**config.mk**
```make
export PLATFORM = sky130hd
export DESIGN_NAME = memory_stage_flat
export DESIGN_NICKNAME = d
export VERILOG_FILES = /design/src/rtl/memory_stage_pkg.sv /design/src/rtl/memory_stage_if.sv /design/src/rtl/memory_stage_align.sv /design/src/rtl/memory_stage.sv /design/src/flat_wrapper.sv
export SDC_FILE = /design/constraint.sdc
export NUM_CORES = 1
export LEC_CHECK = 0
export ABC_CLOCK_PERIOD_IN_PS = 4600
export CELL_PAD_IN_SITES_DETAIL_PLACEMENT = 1
export CELL_PAD_IN_SITES_GLOBAL_PLACEMENT = 1
export CORE_ASPECT_RATIO = 0.8
export CORE_MARGIN = 2
export CORE_UTILIZATION = 32
export CTS_BUF_LIST = sky130_fd_sc_hd__clkbuf_2 sky130_fd_sc_hd__clkbuf_4 sky130_fd_sc_hd__clkbuf_8
export DETAILED_ROUTE_END_ITERATION = 8
export PLACE_DENSITY_LB_ADDON = 0.1
export SETUP_SLACK_MARGIN = 0.3
export SLEW_MARGIN = 15
export SYNTH_ARGS = -nofsm -noshare
export SYNTH_HDL_FRONTEND = slang
export SYNTH_SLANG_ARGS = --single-unit
```
**constraint.sdc**
```tcl
create_clock -name clk -period 4.6 [get_ports clk]
set_clock_uncertainty 0.1 [all_clocks]
set_input_delay 0.69 -clock clk [delete_from_list [all_inputs] [get_ports clk]]
set_output_delay 0.69 -clock clk [all_outputs]
set_load 0.02 [all_outputs]
```
**src/rtl/memory_stage_pkg.sv**
```systemverilog
// Shared opcode field positions, access-size encodings and FSM states for the memory stage.
package memory_stage_pkg;
  localparam int OPLEN = 8;

  localparam int MEM_EN_BIT       = 0;
  localparam int MEM_WE_BIT       = 1;
  localparam int MEM_SIZE_BIT_L   = 2;
  localparam int MEM_SIZE_BIT_M   = 3;
  localparam int MEM_UNSIGNED_BIT = 4;

  localparam logic [1:0] MEM_SIZE_B = 2'b00;
  localparam logic [1:0] MEM_SIZE_H = 2'b01;
  localparam logic [1:0] MEM_SIZE_W = 2'b10;

  typedef enum logic [1:0] {ST_IDLE, ST_BUSY, ST_HOLD} mem_state_e;

  function automatic logic [1:0] op_size(input logic [OPLEN-1:0] op);
    return op[MEM_SIZE_BIT_M:MEM_SIZE_BIT_L];
  endfunction
endpackage

```
**src/rtl/memory_stage_if.sv**
```systemverilog
// Data-memory bus: request held until ack, read data valid in the ack cycle.
interface memory_stage_if #(parameter int XLEN = 32);
  logic            dmem_req;
  logic            dmem_we;
  logic [XLEN-1:0] dmem_addr;
  logic [3:0]      dmem_be;
  logic [XLEN-1:0] dmem_wdata;
  logic            dmem_ack;
  logic [XLEN-1:0] dmem_rdata;

  modport master (output dmem_req, dmem_we, dmem_addr, dmem_be, dmem_wdata,
                  input  dmem_ack, dmem_rdata);
  modport slave  (input  dmem_req, dmem_we, dmem_addr, dmem_be, dmem_wdata,
                  output dmem_ack, dmem_rdata);
endinterface

```
**src/rtl/memory_stage_align.sv**
```systemverilog
// Combinational store lane/byte-enable generator and load lane extractor/extender.
module mem_align
  import memory_stage_pkg::*;
#(
  parameter int XLEN = 32
) (
  input  logic [1:0]      st_size,
  input  logic [1:0]      st_a,
  input  logic [XLEN-1:0] st_data,
  output logic [3:0]      st_be,
  output logic [XLEN-1:0] st_wdata,
  input  logic [1:0]      ld_size,
  input  logic            ld_unsigned,
  input  logic [1:0]      ld_a,
  input  logic [XLEN-1:0] ld_rdata,
  output logic [XLEN-1:0] ld_data
);
  logic [7:0]  ld_byte;
  logic [15:0] ld_half;

  always_comb begin
    st_be    = 4'b1111;
    st_wdata = st_data;
    case (st_size)
      MEM_SIZE_B: begin
        st_be    = 4'b0001 << st_a;
        st_wdata = {4{st_data[7:0]}};
      end
      MEM_SIZE_H: begin
        st_be    = 4'b0011 << {st_a[1], 1'b0};
        st_wdata = {2{st_data[15:0]}};
      end
      default: ;
    endcase
  end

  // Misaligned addresses fall onto the lane chosen by the upper address bits only.
  always_comb begin
    ld_byte = ld_rdata[{ld_a, 3'b000} +: 8];
    ld_half = ld_rdata[{ld_a[1], 4'b0000} +: 16];
    case (ld_size)
      MEM_SIZE_B: ld_data = ld_unsigned ? {{(XLEN-8){1'b0}}, ld_byte}
                                        : {{(XLEN-8){ld_byte[7]}}, ld_byte};
      MEM_SIZE_H: ld_data = ld_unsigned ? {{(XLEN-16){1'b0}}, ld_half}
                                        : {{(XLEN-16){ld_half[15]}}, ld_half};
      default:    ld_data = ld_rdata;
    endcase
  end
endmodule

```
**src/rtl/memory_stage.sv**
```systemverilog
// Memory-access stage between execute and writeback; issues one bus access per memory phase.
// Optional MISALIGN_CHECK_EN adds misalign_err and suppresses misaligned bus accesses.
module memory_stage
  import memory_stage_pkg::*;
#(
  parameter int XLEN = 32
) (
  input  logic             clk,
  input  logic             rst,
  input  logic             phase_memory,
  input  logic [OPLEN-1:0] decoded_op_em,
  input  logic [4:0]       rdsel_em,
  input  logic [XLEN-1:0]  next_pc_em,
  input  logic [XLEN-1:0]  alu_out_em,
  input  logic [XLEN-1:0]  rs2data_em,
  input  logic             jump_state_em,
  output logic [OPLEN-1:0] decoded_op_mw,
  output logic [4:0]       rdsel_mw,
  output logic [XLEN-1:0]  next_pc_mw,
  output logic [XLEN-1:0]  alu_out_mw,
  output logic             jump_state_mw,
  output logic [XLEN-1:0]  mem_out_mw,
  memory_stage_if.master   dmem,
  output logic             stall_memory
`ifdef MISALIGN_CHECK_EN
  ,
  output logic             misalign_err
`endif
);
  mem_state_e      state;
  logic [1:0]      a_q;
  logic            mem_en;
  logic            misaligned;
  logic [3:0]      st_be;
  logic [XLEN-1:0] st_wdata;
  logic [XLEN-1:0] ld_data;

  assign mem_en = decoded_op_em[MEM_EN_BIT];

`ifdef MISALIGN_CHECK_EN
  assign misaligned = mem_en &&
                      ((op_size(decoded_op_em) == MEM_SIZE_H && alu_out_em[0]) ||
                       (op_size(decoded_op_em) == MEM_SIZE_W && alu_out_em[1:0] != 2'b00));
`else
  assign misaligned = 1'b0;
`endif

  assign stall_memory = (state == ST_BUSY) ||
                        (state == ST_IDLE && phase_memory && mem_en && !misaligned);

  mem_align #(.XLEN(XLEN)) u_align (
    .st_size     (op_size(decoded_op_em)),
    .st_a        (alu_out_em[1:0]),
    .st_data     (rs2data_em),
    .st_be       (st_be),
    .st_wdata    (st_wdata),
    .ld_size     (op_size(decoded_op_mw)),
    .ld_unsigned (decoded_op_mw[MEM_UNSIGNED_BIT]),
    .ld_a        (a_q),
    .ld_rdata    (dmem.dmem_rdata),
    .ld_data     (ld_data)
  );

  always_ff @(posedge clk) begin
    if (rst) begin
      state           <= ST_IDLE;
      a_q             <= '0;
      decoded_op_mw   <= '0;
      rdsel_mw        <= '0;
      next_pc_mw      <= '0;
      alu_out_mw      <= '0;
      jump_state_mw   <= 1'b0;
      mem_out_mw      <= '0;
      dmem.dmem_req   <= 1'b0;
      dmem.dmem_we    <= 1'b0;
      dmem.dmem_addr  <= '0;
      dmem.dmem_be    <= '0;
      dmem.dmem_wdata <= '0;
`ifdef MISALIGN_CHECK_EN
      misalign_err    <= 1'b0;
`endif
    end else begin
      case (state)
        ST_IDLE: if (phase_memory) begin
          decoded_op_mw <= decoded_op_em;
          rdsel_mw      <= rdsel_em;
          next_pc_mw    <= next_pc_em;
          alu_out_mw    <= alu_out_em;
          jump_state_mw <= jump_state_em;
          mem_out_mw    <= '0;
          a_q           <= alu_out_em[1:0];
`ifdef MISALIGN_CHECK_EN
          misalign_err  <= misaligned;
`endif
          if (mem_en && !misaligned) begin
            dmem.dmem_req   <= 1'b1;
            dmem.dmem_we    <= decoded_op_em[MEM_WE_BIT];
            dmem.dmem_addr  <= {alu_out_em[XLEN-1:2], 2'b00};
            dmem.dmem_be    <= st_be;
            dmem.dmem_wdata <= st_wdata;
            state           <= ST_BUSY;
          end else begin
            state <= ST_HOLD;
          end
        end
        ST_BUSY: if (dmem.dmem_ack) begin
          mem_out_mw    <= ld_data;
          dmem.dmem_req <= 1'b0;
          state         <= ST_HOLD;
        end
        // Wait for the phase to drop so a long phase never issues twice.
        ST_HOLD: if (!phase_memory) state <= ST_IDLE;
        default: state <= ST_IDLE;
      endcase
    end
  end
endmodule

```
**src/flat_wrapper.sv**
```systemverilog
// flat-port wrapper written by rule: the top's interface ports become plain ports
module memory_stage_flat import memory_stage_pkg::*;
#(
  parameter int XLEN = 32
)
  (clk, rst, phase_memory, decoded_op_em, rdsel_em, next_pc_em, alu_out_em, rs2data_em, jump_state_em, decoded_op_mw, rdsel_mw, next_pc_mw, alu_out_mw, jump_state_mw, mem_out_mw, stall_memory, dmem_dmem_req, dmem_dmem_we, dmem_dmem_addr, dmem_dmem_be, dmem_dmem_wdata, dmem_dmem_ack, dmem_dmem_rdata);
  memory_stage_if #(.XLEN(XLEN)) dmem_i ();
  input  logic clk;
  input  logic rst;
  input  logic phase_memory;
  input  logic [OPLEN-1:0] decoded_op_em;
  input  logic [4:0] rdsel_em;
  input  logic [XLEN-1:0] next_pc_em;
  input  logic [XLEN-1:0] alu_out_em;
  input  logic [XLEN-1:0] rs2data_em;
  input  logic jump_state_em;
  output logic [OPLEN-1:0] decoded_op_mw;
  output logic [4:0] rdsel_mw;
  output logic [XLEN-1:0] next_pc_mw;
  output logic [XLEN-1:0] alu_out_mw;
  output logic jump_state_mw;
  output logic [XLEN-1:0] mem_out_mw;
  output logic stall_memory;
  output wire logic [$bits(dmem_i.dmem_req)-1:0] dmem_dmem_req;
  output wire logic [$bits(dmem_i.dmem_we)-1:0] dmem_dmem_we;
  output wire logic [$bits(dmem_i.dmem_addr)-1:0] dmem_dmem_addr;
  output wire logic [$bits(dmem_i.dmem_be)-1:0] dmem_dmem_be;
  output wire logic [$bits(dmem_i.dmem_wdata)-1:0] dmem_dmem_wdata;
  input wire logic [$bits(dmem_i.dmem_ack)-1:0] dmem_dmem_ack;
  input wire logic [$bits(dmem_i.dmem_rdata)-1:0] dmem_dmem_rdata;
  assign dmem_dmem_req = dmem_i.dmem_req;
  assign dmem_dmem_we = dmem_i.dmem_we;
  assign dmem_dmem_addr = dmem_i.dmem_addr;
  assign dmem_dmem_be = dmem_i.dmem_be;
  assign dmem_dmem_wdata = dmem_i.dmem_wdata;
  assign dmem_i.dmem_ack = dmem_dmem_ack;
  assign dmem_i.dmem_rdata = dmem_dmem_rdata;
  memory_stage #(.XLEN(XLEN)) u_core (.clk(clk), .rst(rst), .phase_memory(phase_memory), .decoded_op_em(decoded_op_em), .rdsel_em(rdsel_em), .next_pc_em(next_pc_em), .alu_out_em(alu_out_em), .rs2data_em(rs2data_em), .jump_state_em(jump_state_em), .decoded_op_mw(decoded_op_mw), .rdsel_mw(rdsel_mw), .next_pc_mw(next_pc_mw), .alu_out_mw(alu_out_mw), .jump_state_mw(jump_state_mw), .mem_out_mw(mem_out_mw), .dmem(dmem_i), .stall_memory(stall_memory));
endmodule
```
; Word-level counts from Yosys, hierarchy flattened
; Cells that the tools add are included.
[word_totals]
register_bits = 182
inputBits = 146
out_inout_bits = 181
elab_cells = 54
[op_classes]
eq_ne = 8
shifts = 4
n_mux = 17
reduce_logical = 12
[op_table]
columns = cell, count
row1 = case mux 32 bit (2 select lines), 3
row2 = 2-to-1 mux 32 bit, 4
row3 = indexed part select 32 x 6 -> 16 bit, 1
row4 = indexed part select 32 x 6 -> 8 bit, 1
row5 = AND reduction 3 bit, 3
row6 = 2-to-1 mux 2 bit, 4
row7 = "inequality test 2 bit, second input constant", 4
row8 = case mux 4 bit (2 select lines), 1
row9 = "equality test 2 x 1 -> 1 bit, second input constant", 3
row10 = zero test 2 bit, 3
row11 = case mux 2 bit (3 select lines), 1
row12 = AND reduction 4 bit, 1
row13 = "left shift 1 x 2 -> 4 bit, first input constant", 1
row14 = "left shift 2 x 2 -> 4 bit, first input constant", 1
row15 = 2-to-1 mux 1 bit, 3
row16 = "equality test 2 bit, second input constant", 1
row17 = logical AND 1 bit, 2
row18 = case mux 1 bit (2 select lines), 1
row19 = AND reduction 2 bit, 1
row20 = nonzero test 2 bit, 1
row21 = logical OR 1 bit, 1

; Depth between registers and ports, before layout
; Gate-level depths: netlist (run 1).
[depth]
depth_word = 5
ltp_mapped = 7
ltp_nobuf = 4

; Cells and area by module
; From an unflattened synthesis (run 1), not the netlist that was laid out.
[hier_totals]
hier_cells = 880
hier_area_um2 = 7300.8
[modules_own_cells]
columns = mod, n_inst, cells_per_inst, area_per_inst_um2, seq_area_each_um2
row1 = memory_stage, 1, 724, 6127.1, 3603.5
row2 = mem_align, 1, 156, 1173.6, 0.0

; Worst setup path after synthesis (run 1)
; OpenSTA, ideal clock, no wires.
[synth_timing]
path_type = input to output
from = input phase_memory
to = output stall_memory
arrival_time_ps = 1636
required_ps = 3810
setup_slack_ps = 2174
cell_stages = 5
path_cell_list = nor3b_2 > and2_1 > buf_2 > buf_2 > or2_2
[synth_via]
elab_chain_len = 3
[synth_rtl]
columns = item, line_no
row1 = from (decl), flat_wrapper.sv:10  ; input logic phase_memory;
row2 = logical AND 1 bit (2 in a row), memory_stage.sv:49  ; (state == ST_IDLE && phase_memory && mem_en && !misaligned);
row3 = logical OR 1 bit, memory_stage.sv:48  ; assign stall_memory = (state == ST_BUSY) ||
row4 = to (decl), flat_wrapper.sv:23  ; output logic stall_memory;
; No other way between the ends.

; Worst setup path in the final report (run 1)
; Same ends and word-level chain as after synthesis.

==> impl_metrics.toml, run 1 <==
[outcome]
outcome = "finished clean"

[route]
wl_um = 25300
drt_iter0_drc = 325
ant_nets = 0
first_pass_iters = 6
vias_per_cell = 4.88
dr_total_vias = 6918
wl_per_cell_um = 17.9
remaining_drc_errors = 0

[critical_path]
cpLargestDelayFamily = "buffers and inverters"
crit_slowest_cell = "clkdlybuf4s50_1"
end_kind = "output port"
path_cells = "clkdlybuf4s50_1 > nor3b_4 > and2_2 > or2_2 > clkdlybuf4s50_1"
crit_top_cell = "clkdlybuf4s50_1"
critPathMaxStageDelay_ns = 0.53
setup.worst_path.class = "input pin to output port"
path_max_fanout = 4
r2r_slack_ns = 2.10
start_kind = "input pin"
worstPathArrival_ns = 2.35
crit_buf_inv = 2
critPathRequiredTime_ns = 3.81

[cts]
cts_sinks = 180
cts_resized = 0
cts_setup_buffers = 0
clock_latency_ns = 0.46
htreeDepth = 4
ctsHoldBuffers = 0
clock_path_buffers = 2
tritoncts = "built"
clk_pin_slew_ns = 0.10
cts_root_buf = "clkbuf_8"
numCtsBuffers = 17

[placed_design]
port_buffers = 324
dp_hpwl_um = 17700
routabilityCongestion = 0.758
dp.cells = 1384

[logic_synthesis]
synth-async-reset-ratio_pct = 0
avgSynthCellArea_um2 = 8.35
synth_top_cell_by_area = "dfxtp_1"
synth_cell_type_count = 34
ys_ff_latch = 180
synth_top_cell_area_share_pct = 51.1
yosys-top-cells-area = "dfxtp_1, nand2_1, a21oi_1, mux2i_1, clkbuf_1"
syn_area_um2 = 7050
synth_ff_type = "dfxtp_1"
ys_seq_area_share_pct = 51.1
synth_cells = 845
yosysMostFrequentCell = "nand2_1"
synth_top_cells_by_count = "nand2_1, dfxtp_1, a21oi_1"
synth_edf_count = 0
synth_warnings = 0

[flow_run]
drv_cap = 0

[sta]
worstMarginPinSlew_ns = 1.12
period_minus_slack_ns = 3.14
slew_headroom_pct = 25.3
fin_crit_sh_pct = 68.4
fmax_ghz = 0.318
rsz0062_at_grt = "false"
slew_viol_final = 0
hold_violations = 0
tns_ns = 0
setup_viol = 0

[finish]
drive_gt1_share_pct = 5.43
final_core_util_pct = 50.0
fin_nets = 1274
final_cells = 1417
synthToLayoutAreaGrowth_pct = 53.2

[floorplan]
rows = 48
die_width_um = 170
dieArea_um2 = 23300
ios = 327
core_area_um2 = 21600
die_y_um = 137
start_util_pct = 32.6

[global_route]
grt_usage_pct = 21.4
grt_max_degree = 90
grt-ovfl-total = 0
grt_pass1_vias = 6856
antenna_found_initial = 0
grt_first_pass_wirelength_um = 38500

[hold_path]
hold_path.class = "register to register"

[pwr]
leakagePower_nw = 3.93
power_density_nw_per_um2 = 325
max-vdd-ir-drop_uv = 137
## final timing paths
kind / from / to / cells past startpoint
max: phase_memory / stall_memory / 5
min: u_core.alu_out_mw[6]$_SDFFE_PP0N_ / u_core.alu_out_mw[6]$_SDFFE_PP0N_ / 2
max reg2reg: u_core.alu_out_mw[1]$_SDFFE_PP0N_ / u_core.mem_out_mw[16]$_SDFFE_PP0P_ / 4
min reg2reg: u_core.alu_out_mw[6]$_SDFFE_PP0N_ / u_core.alu_out_mw[6]$_SDFFE_PP0N_ / 2
## worst reg2reg max path, delay by kind of cell (launching register included)
family / cells / cell delay [ns]
AOI/OAI and AO/OA: 3 / 1.33
muxes: 1 / 0.30
DFF: 1 / 0.71
## sequential cells by signal, indices dropped and copies added, names as in the netlist
signal / cells
u_core.dmem.dmem_wdata: 32
u_core.mem_out_mw: 32
u_core.next_pc_mw: 32
u_core.alu_out_mw: 31
u_core.dmem.dmem_addr: 30
u_core.decoded_op_mw: 8
u_core.rdsel_mw: 5
u_core.dmem.dmem_be: 4
u_core.state: 2
u_core.a_q: 1
u_core.dmem.dmem_req: 1
u_core.dmem.dmem_we: 1
u_core.jump_state_mw: 1
## final cells by class
class / instances / area, um2
fillers: 2544 / 10800
flip-flops and latches: 180 / 3600
repair buffers: 335 / 3320
multi-input cells: 592 / 3130
well taps: 275 / 344
clock buffers: 17 / 234
clock inverters: 15 / 158
inverters: 2 / 7.51
diodes: 1 / 2.50
## metal layers
metal  part of all wire (%)  global-route usage [%]  routed length (um)  vias up
li1                       -                       -                   -     3407
met1                     43                    26.7               11000     3284
met2                     46                    34.3               11700      208
met3                    8.8                    8.59                2220       19
met4                    1.5                    6.08                 367        0
met5                      0                       0                   0        -
## report_power, final
group	internal (mW)	switching, mW	leakage, nW	total [mW]
Combinational	0.349	0.387	2.26	0.735
Sequential	1.64	0.0497	1.47	1.69
Clock	0.409	0.675	0.199	1.08
## kinds of logic after synthesis
family,synth area share (%)
AOI/OAI and AO/OA,18.8
muxes,6.03
buffers and inverters,4.77
and+or+nand+nor,19.3
DFF,51.1
other,0.0532
## cell usage in the layout, fill, tap and decap left out, types with 9 or more instances in the layout
cell / synthesis / final
clkdlybuf4s50_1: 0 / 323
nand2_1: 261 / 260
dfxtp_1: 180 / 180
a21oi_1: 139 / 139
mux2i_1: 32 / 32
nor2_1: 27 / 26
o21ai_0: 23 / 23
nand2b_1: 19 / 19
a211oi_1: 18 / 18
clkbuf_8: 0 / 17
a221o_1: 16 / 16
buf_4: 3 / 12
nor2b_1: 10 / 10
o2bb2ai_1: 9 / 9
## per-stage QoR
step,hold slack [ns],cell area [um2],worst slack (ns),total power [mW]
finish,0.359,10800,1.46,3.51
CTS,0.362,10800,1.45,3.56
global route,0.380,10800,1.43,3.70
global placement,0.341,10400,1.46,2.46
detailed placement,0.347,10400,1.45,2.47
floorplan,0.433,7060,2.17,2.08
Power figures use the tool's default switching activity.
==> inputs of run 2 (changes only) <==
--- a/config.mk
+++ b/config.mk
@@ -5,12 +5,12 @@
 export SDC_FILE = /design/constraint.sdc
 export NUM_CORES = 1
 export LEC_CHECK = 0
-export ABC_CLOCK_PERIOD_IN_PS = 4600
+export ABC_CLOCK_PERIOD_IN_PS = 2650
 export CELL_PAD_IN_SITES_DETAIL_PLACEMENT = 1
 export CELL_PAD_IN_SITES_GLOBAL_PLACEMENT = 1
 export CORE_ASPECT_RATIO = 0.8
 export CORE_MARGIN = 2
-export CORE_UTILIZATION = 32
+export CORE_UTILIZATION = 27
 export CTS_BUF_LIST = sky130_fd_sc_hd__clkbuf_2 sky130_fd_sc_hd__clkbuf_4 sky130_fd_sc_hd__clkbuf_8
 export DETAILED_ROUTE_END_ITERATION = 8
 export PLACE_DENSITY_LB_ADDON = 0.1
==> constraint.sdc (replaced) <==
create_clock -name clk -period 2.65 [get_ports clk]
set_clock_uncertainty 0.1 [all_clocks]
set_input_delay 0.3975 -clock clk [delete_from_list [all_inputs] [get_ports clk]]
set_output_delay 0.3975 -clock clk [all_outputs]
set_load 0.02 [all_outputs]
==> impl_metrics.toml, run 2 (synthesis gave the netlist of run 1 again) <==
[outcome]
outcome = "finished clean"

[route]
dr_total_vias = 6882
wl_um = 26000
drt_iter0_drc = 338
remaining_drc_errors = 0
wl_per_cell_um = 17.3
vias_per_cell = 4.57
ant_nets = 0
first_pass_iters = 4

[global_route]
busiest_layer = "met2"
grt_util_met3_pct = 8.40
grt_usage_pct = 18.8
grt_max_degree = 86
grt_pass1_vias = 6914
met1_usage_pct = 23.5
grt-ovfl-total = 0
grt.met2_usage_pct = 29.5
grt_first_pass_wirelength_um = 40000
antenna_found_initial = 1

[floorplan]
die_y_um = 149
start_util_pct = 27.7
core_area_um2 = 25500
ios = 327
dieArea_um2 = 27400
die_width_um = 185
rows = 52

[cts]
cts_root_buf = "clkbuf_8"
cts_setup_buffers = 0
htreeDepth = 4
clock_latency_ns = 0.46
cts_sinks = 180
tritoncts = "built"
clock_path_buffers = 2
numCtsBuffers = 17
clk_pin_slew_ns = 0.09

[sta]
tns_ns = 0
period_minus_slack_ns = 2.26
fin_crit_sh_pct = 85.3
worstMarginPinSlew_ns = 0.928
slew_headroom_pct = 38.1
whs_ns = 0.180
setup_viol = 0
fmax_ghz = 0.442
slew_viol_final = 0
rsz0062_at_grt = "true"
hold_violations = 0

[critical_path]
worstPathArrival_ns = 1.76
critPathRequiredTime_ns = 2.15
start_kind = "register"
setup.worst_path.class = "register to output port"
end_kind = "output port"
path_max_fanout = 5

[pwr]
leakagePower_nw = 4.02
power_density_nw_per_um2 = 574
max-vdd-ir-drop_uv = 302

[hold_path]
hold_path.class = "input pin to register"

[finish]
drive_gt1_share_pct = 6.85
fin_nets = 1286
final_cell_mix = "clkdlybuf4s50_1, nand2_1, dfxtp_1, a21oi_1, mux2i_1"
reg_top3 = "u_core.dmem.dmem_wdata (32), u_core.mem_out_mw (32), u_core.next_pc_mw (32)"
final_cells = 1505
layout_commonest_cell = "clkdlybuf4s50_1"
synthToLayoutAreaGrowth_pct = 56.7
nFillCells = 2996

[placed_design]
port_buffers = 324
dp.cells = 1472
dp_hpwl_um = 18400
routabilityCongestion = 0.749

[flow_run]
drv_cap = 0
run 2: cell count changes in the layout (fill, tap and decap cells not counted), sizes merged:
cell and change:
buf +12, bufinv +4, clkdlybuf4s50 -2, clkinv +1, dlygate4sd2 +2, inv -5
run 2: metrics by stage:
step	worst slack, ns	power, mW	instance area (um2)	util [%]
2_1_floorplan	0.777	3.61	7060	-
3_3_place_gp	0.143	4.30	10600	41.6
3_5_place_dp	0.110	4.31	10600	41.6
4_1_cts	0.311	6.47	11000	43.3
5_1_grt	0.258	6.69	11100	43.3
6_report	0.388	6.34	11100	43.3
run 2: critical path, stage by stage, from the launching register on:
cell and delay (ns):
dfxtp_1 0.46, nor3b_4 0.07, and2_4 0.16, or2_2 0.28
dlygate4sd2_1 0.35
run 2: worst paths after layout:
kind	start	depth (start not counted)	slack (ns)	to
setup / recovery	u_core.state[0]$_SDFFE_PP0P_	4	0.39	stall_memory
hold / removal	rst	3	0.18	u_core.mem_out_mw[7]$_SDFFE_PP0P_
setup reg to reg	u_core.state[0]$_SDFFE_PP0P_	5	0.66	u_core.dmem.dmem_wdata[11]$_SDFFE_PP0P_
hold reg to reg	u_core.dmem.dmem_addr[7]$_SDFFE_PP0P_	2	0.36	u_core.dmem.dmem_addr[7]$_SDFFE_PP0P_
run 2: layout make-up:
cell class | instances | area, um2 | share of cell area (%)
Inverter | 2 | 7.51 | 0.0679
Multi-Input combinational cell | 592 | 3140 | 28.4
Timing Repair Buffer | 347 | 3420 | 31.0
Clock inverter | 15 | 204 | 1.84
Tap cell | 351 | 439 | 3.97
Clock buffer | 17 | 234 | 2.12
Antenna cell | 1 | 2.50 | 0.0226
Sequential cell | 180 | 3610 | 32.6
run 2: timing repair:
item,CTS,global route
hold buffers,0,0
endpoints found under the setup margin,3,2
endpoints found under the hold margin,0,0
resized for setup,5,2
run 2: power by group:
| group | switching, mW | leakage (nW) | internal (mW) |
|---|---|---|---|
| Combinational | 0.671 | 2.33 | 0.620 |
| Sequential | 0.0864 | 1.47 | 2.85 |
| Clock | 1.08 | 0.221 | 1.04 |
run 2: layer usage:
| layer | wire length (um) | share of wire, % |
|---|---|---|
| met1 | 11700 | 45 |
| met3 | 2430 | 9.3 |
| met4 | 354 | 1.4 |
| met5 | 0 | 0 |
| met2 | 11500 | 44 |
